`config.mk`:
```
export PLATFORM = sky130hd
export DESIGN_NAME = rc4_ksa_engine
export DESIGN_NICKNAME = d
export VERILOG_FILES = /design/src/rtl/rc4_pkg.sv /design/src/rtl/rc4_key_sel.sv /design/src/rtl/rc4_ksa_engine.sv
export SDC_FILE = /design/constraint.sdc
export NUM_CORES = 1
export LEC_CHECK = 0
export CAP_MARGIN = 20
export CORE_ASPECT_RATIO = 0.7
export CORE_MARGIN = 2
export CORE_UTILIZATION = 58
export DETAILED_ROUTE_END_ITERATION = 8
export PLACE_DENSITY = 0.95
export REMOVE_ABC_BUFFERS = 1
export SYNTH_ARGS = -nofsm -noshare
export SYNTH_HDL_FRONTEND = slang
export SYNTH_SLANG_ARGS = --single-unit
```
`constraint.sdc`:
```
create_clock -name clk -period 5.7 [get_ports clk]
set_input_delay 0.855 -clock clk [delete_from_list [all_inputs] [get_ports clk]]
set_output_delay 0.855 -clock clk [all_outputs]
set_load 0.1 [all_outputs]
```
`src/rtl/rc4_pkg.sv`:
```
// Shared types and constants for the RC4 key-scheduling engine.
// Included by the engine, its key selector and the bench.
package rc4_pkg;

  localparam int KEY_BYTE_W = 8;

  typedef enum logic [3:0] {
    IDLE,
    FILL,
    RD_I,
    WAIT_I,
    RD_J,
    WAIT_J,
    WR_I,
    WR_J,
    DONE
  } ksa_state_t;

  // Cycles from the accepted start edge to done high.
  function automatic int ksa_cycles(
    input int addr_w,
    input int rd_lat,
    input bit init
  );
    int per;
    per = 4 + 2 * rd_lat + (init ? 1 : 0);
    return (1 << addr_w) * per + 1;
  endfunction

endpackage

```
`src/rtl/rc4_key_sel.sv`:
```
// Key register plus wrapping byte index for the KSA loop.
// Index wraps by compare, so no divider is needed.
module rc4_key_sel
  import rc4_pkg::*;
#(
  parameter int KEY_BYTES = 3
) (
  input  logic                            clk,
  input  logic                            reset,
  input  logic                            load,
  input  logic                            advance,
  input  logic                            clear,
  input  logic [KEY_BYTE_W*KEY_BYTES-1:0] key,
  output logic [KEY_BYTE_W-1:0]           keybyte
);

  localparam int KIDX_W =
    (KEY_BYTES > 1) ? $clog2(KEY_BYTES) : 1;
  localparam logic [KIDX_W-1:0] KIDX_MAX =
    KIDX_W'(KEY_BYTES - 1);

  logic [KEY_BYTES-1:0][KEY_BYTE_W-1:0] key_q;
  logic [KEY_BYTES-1:0][KEY_BYTE_W-1:0] key_d;
  logic [KIDX_W-1:0]                    kidx_q;
  logic [KIDX_W-1:0]                    kidx_d;

  always_comb begin
    key_d  = load ? key : key_q;
    kidx_d = kidx_q;
    if (clear) begin
      kidx_d = '0;
    end else if (advance) begin
      kidx_d = (kidx_q == KIDX_MAX) ? '0
             : kidx_q + 1'b1;
    end
  end

  always_ff @(posedge clk) begin
    if (reset) begin
      key_q  <= '0;
      kidx_q <= '0;
    end else begin
      key_q  <= key_d;
      kidx_q <= kidx_d;
    end
  end

  generate
    if (KEY_BYTES == 1) begin : g_one
      assign keybyte = key_q[0];
    end else begin : g_mux
      assign keybyte = key_q[kidx_q];
    end
  endgenerate

endmodule

```
`src/rtl/rc4_ksa_engine.sv`:
```
// Self-sequencing RC4 KSA: optional identity fill, then the swap
// loop over the whole S-array through a single-port RAM.
module rc4_ksa_engine
  import rc4_pkg::*;
#(
  parameter int KEY_BYTES = 3,
  parameter int ADDR_W    = 8,
  parameter int RD_LAT    = 1
) (
  input  logic                            clk,
  input  logic                            reset,
  input  logic                            start,
  input  logic                            init_en,
  input  logic [KEY_BYTE_W*KEY_BYTES-1:0] key,
  output logic                            busy,
  output logic                            done,
  output logic [ADDR_W-1:0]               mem_addr,
  output logic [ADDR_W-1:0]               mem_wdata,
  output logic                            mem_wren,
  input  logic [ADDR_W-1:0]               mem_rdata
);

  localparam logic [ADDR_W-1:0] I_MAX    = '1;
  localparam logic [2:0]        LAT_INIT = 3'(RD_LAT);

  ksa_state_t        state_q, state_d;
  logic [ADDR_W-1:0] i_q, i_d;
  logic [ADDR_W-1:0] j_q, j_d;
  logic [ADDR_W-1:0] si_q, si_d;
  logic [ADDR_W-1:0] sj_q, sj_d;
  logic [2:0]        lat_q, lat_d;
  logic              load;
  logic              advance;
  logic [KEY_BYTE_W-1:0] keybyte;
  logic [ADDR_W-1:0] kb_ext;

  rc4_key_sel #(
    .KEY_BYTES(KEY_BYTES)
  ) u_key_sel (
    .clk    (clk),
    .reset  (reset),
    .load   (load),
    .advance(advance),
    .clear  (load),
    .key    (key),
    .keybyte(keybyte)
  );

  assign kb_ext = ADDR_W'(keybyte);

  always_comb begin
    state_d = state_q;
    i_d     = i_q;
    j_d     = j_q;
    si_d    = si_q;
    sj_d    = sj_q;
    lat_d   = lat_q;
    load    = 1'b0;
    advance = 1'b0;
    case (state_q)
      IDLE: begin
        if (start) begin
          load    = 1'b1;
          i_d     = '0;
          j_d     = '0;
          state_d = init_en ? FILL : RD_I;
        end
      end
      FILL: begin
        i_d = i_q + 1'b1;
        if (i_q == I_MAX) state_d = RD_I;
      end
      RD_I: begin
        lat_d   = LAT_INIT;
        state_d = WAIT_I;
      end
      WAIT_I: begin
        lat_d = lat_q - 1'b1;
        if (lat_q == 3'd1) begin
          si_d    = mem_rdata;
          j_d     = j_q + mem_rdata + kb_ext;
          state_d = RD_J;
        end
      end
      RD_J: begin
        lat_d   = LAT_INIT;
        state_d = WAIT_J;
      end
      WAIT_J: begin
        lat_d = lat_q - 1'b1;
        if (lat_q == 3'd1) begin
          sj_d    = mem_rdata;
          state_d = WR_I;
        end
      end
      WR_I: state_d = WR_J;
      WR_J: begin
        i_d     = i_q + 1'b1;
        advance = 1'b1;
        state_d = (i_q == I_MAX) ? DONE : RD_I;
      end
      DONE:    state_d = IDLE;
      default: state_d = IDLE;
    endcase
  end

  always_ff @(posedge clk) begin
    if (reset) begin
      state_q <= IDLE;
      i_q     <= '0;
      j_q     <= '0;
      si_q    <= '0;
      sj_q    <= '0;
      lat_q   <= '0;
    end else begin
      state_q <= state_d;
      i_q     <= i_d;
      j_q     <= j_d;
      si_q    <= si_d;
      sj_q    <= sj_d;
      lat_q   <= lat_d;
    end
  end

  // Outputs decode registered state only; mem_rdata never reaches them.
  always_comb begin
    busy      = 1'b0;
    done      = 1'b0;
    mem_addr  = '0;
    mem_wdata = '0;
    mem_wren  = 1'b0;
    case (state_q)
      FILL: begin
        busy      = 1'b1;
        mem_addr  = i_q;
        mem_wdata = i_q;
        mem_wren  = 1'b1;
      end
      RD_I, WAIT_I: begin
        busy     = 1'b1;
        mem_addr = i_q;
      end
      RD_J, WAIT_J: begin
        busy     = 1'b1;
        mem_addr = j_q;
      end
      WR_I: begin
        busy      = 1'b1;
        mem_addr  = i_q;
        mem_wdata = sj_q;
        mem_wren  = 1'b1;
      end
      WR_J: begin
        busy      = 1'b1;
        mem_addr  = j_q;
        mem_wdata = si_q;
        mem_wren  = 1'b1;
      end
      DONE:    done = 1'b1;
      default: ;
    endcase
  end

endmodule

```
==> key figures, run 1 <==
Run status
  • Outcome: complete, no violations

Synthesis
  • Top FF cell, synth: dfxtp_1
  • Post-synthesis sequential area ratio: approximately 37%
  • Synth Warn #: 0
  • Syn avg cell area: ~8.1 µm²
  • EDFF count, synth: 0
  • Synth cell types: 57
  • Post-Synthesis Cells: 431
  • Async SR Flop Fraction: 0%
  • Count of state elements after synthesis: 65
  • Post-Syn Area: 3480 µm²

GRT
  • Initial antenna violation count: 0
  • Largest net degree at the start of global routing: 71
  • GRT Util Overall: 30.6%
  • GRT overflow: 0
  • Number of global-route vias before repair: 3,301
  • First-pass GRT wire length: 15.3 mm

Drt
  • Average wire per standard cell: 16.7 µm
  • Final wirelength: 9.23 mm
  • Initial DRC count: 418
  • Vias per cell: approximately 6.1
  • DRC: 0
  • Detailed Routing Iterations Pass 1: 6
  • Routed Antenna Nets: 0
  • Routed vias: approximately 3.4k

STA
  • Slew headroom: between 20% and 30%
  • Worst Clk Skew: 5.41 ps
  • FMAX: about 230 MHz
  • Tmin final: 4390 ps
  • Final period util: 76.9%
  • Sum Neg Setup Slack: 0 ps
  • Final Max Tran Viols: 0
  • Hold Vio Cnt, Final: 0
  • Worst-Margin Slew: roughly 1100 ps
  • Final setup vio count: 0
  • Hold WS: 459 ps
  • Unrepaired setup endpoints after global routing: no

Clocking
  • Worst-Skew Late Latency: ~340 ps
  • Clock Sinks: 65
  • Hold bufs inserted after CTS: 0
  • H-tree depth reported by CTS: 3
  • Resized Gates After CTS: 0
  • Worst-path clk slew: 70 ps
  • CTS tree: built
  • Post-CTS setup buffers: 0
  • CTS Buf Count: 9
  • CTS root buf: clkbuf_8
  • Max Root-Sink Buffers: 2

Placed design
  • Hpwl dp: 6.38 mm
  • # port buffers: 54
  • GPL Wtd Cong: 0.912
  • Cell Area, Placed: just under 4000 µm²

Floorplan
  • I/O pin cnt: 55
  • Die height: between 60 and 70 µm
  • Core area: around 5800 µm²
  • Die footprint: 6640 µm²
  • Cell Rows: 23
  • Die extent in x: 96.6 µm
  • Initial core utilization: 60.5%

Worst setup path
  • CP peak stage delay: 1140 ps
  • CP startpoint kind: flop
  • Crit path max fanout: 12
  • Buf+Inv Stages, Crit Path: 2
  • Critical path class: flop to output port
  • Crit-path slowest cell: clkdlybuf4s50_1
  • Required @ worst endpoint: 4850 ps
  • Worst path cell trace: nand2b_1 -> nor2_1 -> a222oi_1 -> inv_1 -> clkdlybuf4s50_1
  • Critical path capture point type: output port
  • Family with the most delay on the worst path: buffers and inverters
  • FF-to-FF setup slack: 2040 ps
  • WP data arrival: 3530 ps

Final layout
  • Area of the multi-input gates: 1970 µm²
  • Area Growth Syn to Fin: 20.7%
  • Post-Layout Inst Area: approximately 4200 µm²
  • Final core occ: 73.0%
  • Nets: 526
  • Fill count: 428
  • Layout cells sized above 1: 6.69%
  • Ant diodes: 0
  • Register area: 1300 µm²

Flow run
  • Maximum capacitance violations: 0

Power and ir drop
  • Combinational fraction of design power: 36.7%
  • Power density cells: 360 nW/µm²
  • VDD IR-drop max: roughly 0.22 mV
  • Switching Fraction: 40.1%
  • Psw: 606 µW
  • Clock power frac: 26.0%
  • Power Internal: 904 µW
  • Seq pwr share: between 30% and 40%
  • LEAKAGE: between 0.0015 and 0.002 µW

Min path
  • HP Class: flop to flop
==> stage by stage <==
| stage | total power (µW) | worst slack, ps | cells |
|---|---|---|---|
| 6_report | 1510 | 1310 | 553 |
| 5_1_grt | 1590 | 1170 | 553 |
| 4_1_cts | 1480 | 1400 | 552 |
| 3_5_place_dp | 1090 | 1780 | 536 |
| 3_3_place_gp | 1070 | 1820 | 536 |
| 2_1_floorplan | 928 | 1020 | 404 |
==> path summary, 6_finish.rpt <==
kind	startpoint	end	depth (start not counted)
worst min register to register	u_key_sel.key_q[23]	u_key_sel.key_q[23]	2
worst max register to register	u_key_sel.kidx_q[1]	j_q[7]	12
worst min-delay path	u_key_sel.key_q[23]	u_key_sel.key_q[23]	2
worst max-delay path	state_q[2]	mem_wdata[3]	5
==> sequential cells by signal (all words and copies together), names as in the netlist <==
register          flops
si_q                  8
j_q                   8
u_key_sel.kidx_q      2
u_key_sel.key_q      24
lat_q                 3
state_q               4
sj_q                  8
i_q                   8
==> synth_stat cells, types with 2 or more instances <==
cell type	n	area share, %
nand2_1	94	10
dfxtp_1	65	37
a21oi_1	53	7.6
nor2_1	31	3.3
o21ai_0	17	2.4
nand3_1	14	2.0
clkbuf_1	13	1.4
inv_1	13	1.4
a22oi_1	12	2.6
mux2i_1	10	2.9
ha_1	9	3.2
a222oi_1	8	2.3
fa_1	8	4.6
buf_2	7	1.0
nor3_1	7	1.0
nand2b_1	6	1.1
a211oi_1	5	1.1
nand3b_1	5	1.1
or4_1	4	0.86
nor2b_1	3	0.54
or3_1	3	0.54
xor2_1	3	0.76
and3_1	2	0.36
clkbuf_8	2	0.79
nor3_2	2	0.58
o21ai_1	2	0.29
o22ai_1	2	0.36
xnor2_1	2	0.50
==> kinds of logic after synthesis <==
| logic type | count (synthesis) | share of synthesized area (%) |
|---|---|---|
| XOR/XNOR | 5 | 1.26 |
| AND/OR/NAND/NOR | 185 | 25.4 |
| buffers and inverters | 41 | 6.01 |
| adder cells (fa/ha/maj) | 17 | 7.84 |
| multiplexers | 10 | 2.88 |
| AO/OA/AOI/OAI | 108 | 19.2 |
| flip-flops | 65 | 37.4 |
==> layer usage <==
layer  global-route usage (%)  share of wire [%]  wire (µm)
met5                        0                  0          0
met4                     7.22               0.34         31
met3                     8.80                 10        948
met2                     50.8                 47       4300
met1                     39.9                 43       3950
==> layout make-up <==
class                      count  share of cell area [%]
clock buffer                  11                    3.37
sequential                    65                    31.0
inverter                      14                    1.25
clock inverter                 5                    1.31
tap                           75                    2.23
multi-input combinational    325                    46.9
timing repair buffer          58                    13.9
==> power groups by stage <==
stage / clock [µW] / combinational (µW) / sequential [µW]
2_1_floorplan: 0 / 373 / 556
3_3_place_gp: 0 / 508 / 564
3_5_place_dp: 0 / 523 / 571
4_1_cts: 395 / 529 / 561
5_1_grt: 416 / 605 / 570
6_report: 392 / 555 / 563
==> layout by cell type (no fill, tap or decap), types with 8 or more instances in the layout <==
cell type / Yosys / routed
nand2_1: 94 / 94
dfxtp_1: 65 / 65
a21oi_1: 53 / 53
clkdlybuf4s50_1: 0 / 53
nor2_1: 31 / 31
o21ai_0: 17 / 17
nand3_1: 14 / 14
inv_1: 13 / 13
a22oi_1: 12 / 12
mux2i_1: 10 / 10
clkbuf_8: 2 / 10
ha_1: 9 / 9
a222oi_1: 8 / 8
fa_1: 8 / 8
==> tightest hold or removal path, delay by kind of cell (launching register included) <==
family | cells | cell delay, ps
AO/OA/AOI/OAI | 1 | 50
AND/OR/NAND/NOR | 1 | 50
flip-flops | 1 | 310
Power figures use the tool's default switching activity.
==> run 2: changes to the inputs <==
CORE_UTILIZATION = 49   (was 58)
PLACE_DENSITY = 0.87   (was 0.95)
clock period = 3.8 ns   (was 5.7 ns; I/O delays follow)
==> run 2 against run 1 <==
Largest power group unchanged. Hold slack about the same. Critical endpoint is now j_q[7]. Sequential share of layout area grew 0.056 points. Die area rose by 17%. Core utilization down 11 points. Total power increased by 49%. Largest cell class unchanged. Highest routed layer unchanged.
==> key figures, run 2 (synthesis gave the netlist of run 1 again) <==
Flow run
  • Maximum capacitance violations: 0 (unchanged)

GRT
  • GRT Util Overall: 24.0% (-6.5 points)
  • First-pass GRT wire length: 14.7 mm (-4.1%)
  • Number of global-route vias before repair: 3,089 (-6.4%)
  • Initial antenna violation count: 0 (unchanged)
  • GRT overflow: 0 (unchanged)
  • Largest net degree at the start of global routing: 57 (-20%)

Power and ir drop
  • Power density cells: 537 nW/µm² (+49%)
  • Switching Fraction: 41.1% (+0.98 points)
  • Psw: 926 µW (+53%)
  • LEAKAGE: 0.00158 µW (+3.1%)
  • Seq pwr share: 37.3% (about the same)
  • Clock power frac: 26.9% (+0.9 points)
  • Combinational fraction of design power: 35.9% (-0.8 points)
  • VDD IR-drop max: 0.424 mV (+95%)
  • Power Internal: 1330 µW (+47%)

Clocking
  • CTS Buf Count: 9 (unchanged)
  • Worst-Skew Late Latency: 360 ps (+20 ps)
  • Post-CTS setup buffers: 0 (unchanged)
  • H-tree depth reported by CTS: 3 (unchanged)
  • Hold bufs inserted after CTS: 0 (unchanged)
  • Resized Gates After CTS: 0 (unchanged)
  • Clock Sinks: 65 (unchanged)
  • CTS tree: built
  • Worst-path clk slew: 80 ps (about the same)
  • CTS root buf: clkbuf_8
  • Max Root-Sink Buffers: 2 (unchanged)

Drt
  • Final wirelength: 8.95 mm (-3.0%)
  • Routed Antenna Nets: 0 (unchanged)
  • Detailed Routing Iterations Pass 1: 6 (unchanged)
  • Vias per cell: 5.74 (-5.7%)
  • DRC: 0 (unchanged)
  • Average wire per standard cell: 15.5 µm (-6.9%)
  • Routed vias: 3,308 (-1.8%)
  • Initial DRC count: 385 (-7.9%)

STA
  • Unrepaired setup endpoints after global routing: no
  • FMAX: 305 MHz
  • Tmin final: between 3000 and 4000 ps
  • Final Max Tran Viols: 0 (unchanged)
  • Final setup vio count: 0 (unchanged)
  • Final period util: 86.3%
  • Hold Vio Cnt, Final: 0 (unchanged)
  • Slew headroom: 33.8% (+8.3 points)
  • Worst Clk Skew: 7.09 ps (+1.68 ps)
  • Worst-Margin Slew: 992 ps (-121 ps)
  • Sum Neg Setup Slack: 0 ps (unchanged)

Worst setup path
  • CP startpoint kind: flop
  • Critical path capture point type: flop
  • R2R depth: 12 (unchanged)
  • Crit path max fanout: 12 (unchanged)
  • Required @ worst endpoint: 4090 ps (-760 ps)
  • WP data arrival: 3570 ps (+40 ps)
  • Critical path class: flop to flop

Final layout
  • Largest Register: u_key_sel.key_q
  • Final core occ: 61.5% (-11 points)
  • Layout cells sized above 1: 11.6% (+4.9 points)
  • Most common cell after layout, fill and taps aside: nand2_1
  • Largest register FFs: 24 (unchanged)
  • Nets: 530 (+0.76%)
  • Fill count: 611 (+43%)
  • Most frequent cells in the layout: nand2_1, dfxtp_1, a21oi_1, clkdlybuf4s50_1, nor2_1
  • Ant diodes: 0 (unchanged)
  • Area Growth Syn to Fin: 20.5%

Floorplan
  • Core area: 6820 µm² (+18%)
  • Die height: 74.5 µm (+8.3%)
  • Initial core utilization: 51.0% (-9.4 points)
  • Cell Rows: 25 (+8.7%)
  • I/O pin cnt: 55 (unchanged)
  • Die extent in x: 105 µm (+8.4%)
  • Die footprint: 7800 µm² (+17%)

Min path
  • Worst Hold Depth: 2 (unchanged)
  • HP Class: flop to flop

Placed design
  • GPL Wtd Cong: 0.898 (-1.6%)
  • # port buffers: 54 (unchanged)
  • Hpwl dp: 6.36 mm (-0.32%)

Run status
  • Outcome: complete, no violations
[run 2: cell count changes in the layout (fill, tap and decap cells not counted), sizes merged]
| cell | previous run | this run |
|---|---|---|
| clkdlybuf4s50 | 53 | 34 |
| clkinvlp | 2 | 3 |
| buf | 5 | 28 |
| inv | 14 | 16 |
| clkbuf | 11 | 9 |
| clkinv | 2 | 1 |
[run 2: worst max-delay path, stage by stage, from the launching register on]
cell      delay, ps
dfxtp_1         520
nor2b_1         560
nand2_1         100
o21ai_0         140
fa_1            230
ha_1            190
inv_1            70
fa_1            390
nand2b_1        180
a21oi_1         200
o22ai_1         130
or4_1           400
nand3_1         100
[run 2: stage by stage]
stage	cell area [µm²]	worst slack (ps)	total power (µW)	hold slack, ps	instances
after detailed placement	3990	491	1640	448	560
after CTS	4190	569	2240	459	576
after global placement	3990	536	1610	443	560
final	4190	522	2250	459	576
after floorplan	3320	-600	1390	426	404
after global routing	4190	250	2370	477	576
[run 2: metal layers]
layer / up-vias / routed length, µm / GRT usage (%)
met5: - / 0 / 0
met4: 0 / 201 / 11.0
met3: 23 / 768 / 6.57
met2: 148 / 3960 / 38.9
met1: 1536 / 4020 / 30.6
li1: 1601 / - / -
[run 2: final timing paths]
check	startpoint	to	slack (ps)
hold reg to reg	u_key_sel.key_q[16]	u_key_sel.key_q[16]	460
hold / removal	u_key_sel.key_q[16]	u_key_sel.key_q[16]	460
setup reg to reg	u_key_sel.kidx_q[0]	j_q[7]	520
setup / recovery	u_key_sel.kidx_q[0]	j_q[7]	520
[run 2: power groups by stage]
stage / registers (µW) / logic [µW] / clock network, µW
2_1_floorplan: 833 / 559 / 0
3_3_place_gp: 848 / 760 / 0
3_5_place_dp: 854 / 787 / 0
4_1_cts: 838 / 792 / 610
5_1_grt: 851 / 881 / 638
6_report: 840 / 808 / 605
[run 2: area by class of cell]
type	count	area, µm²	area share (%)
Sequential cell	65	1300	31.0
Clock inverter	7	78.8	1.88
Clock buffer	9	124	2.96
Multi-Input combinational cell	325	1970	47.0
Inverter	14	52.6	1.25
Timing Repair Buffer	62	548	13.1
Tap cell	94	118	2.81
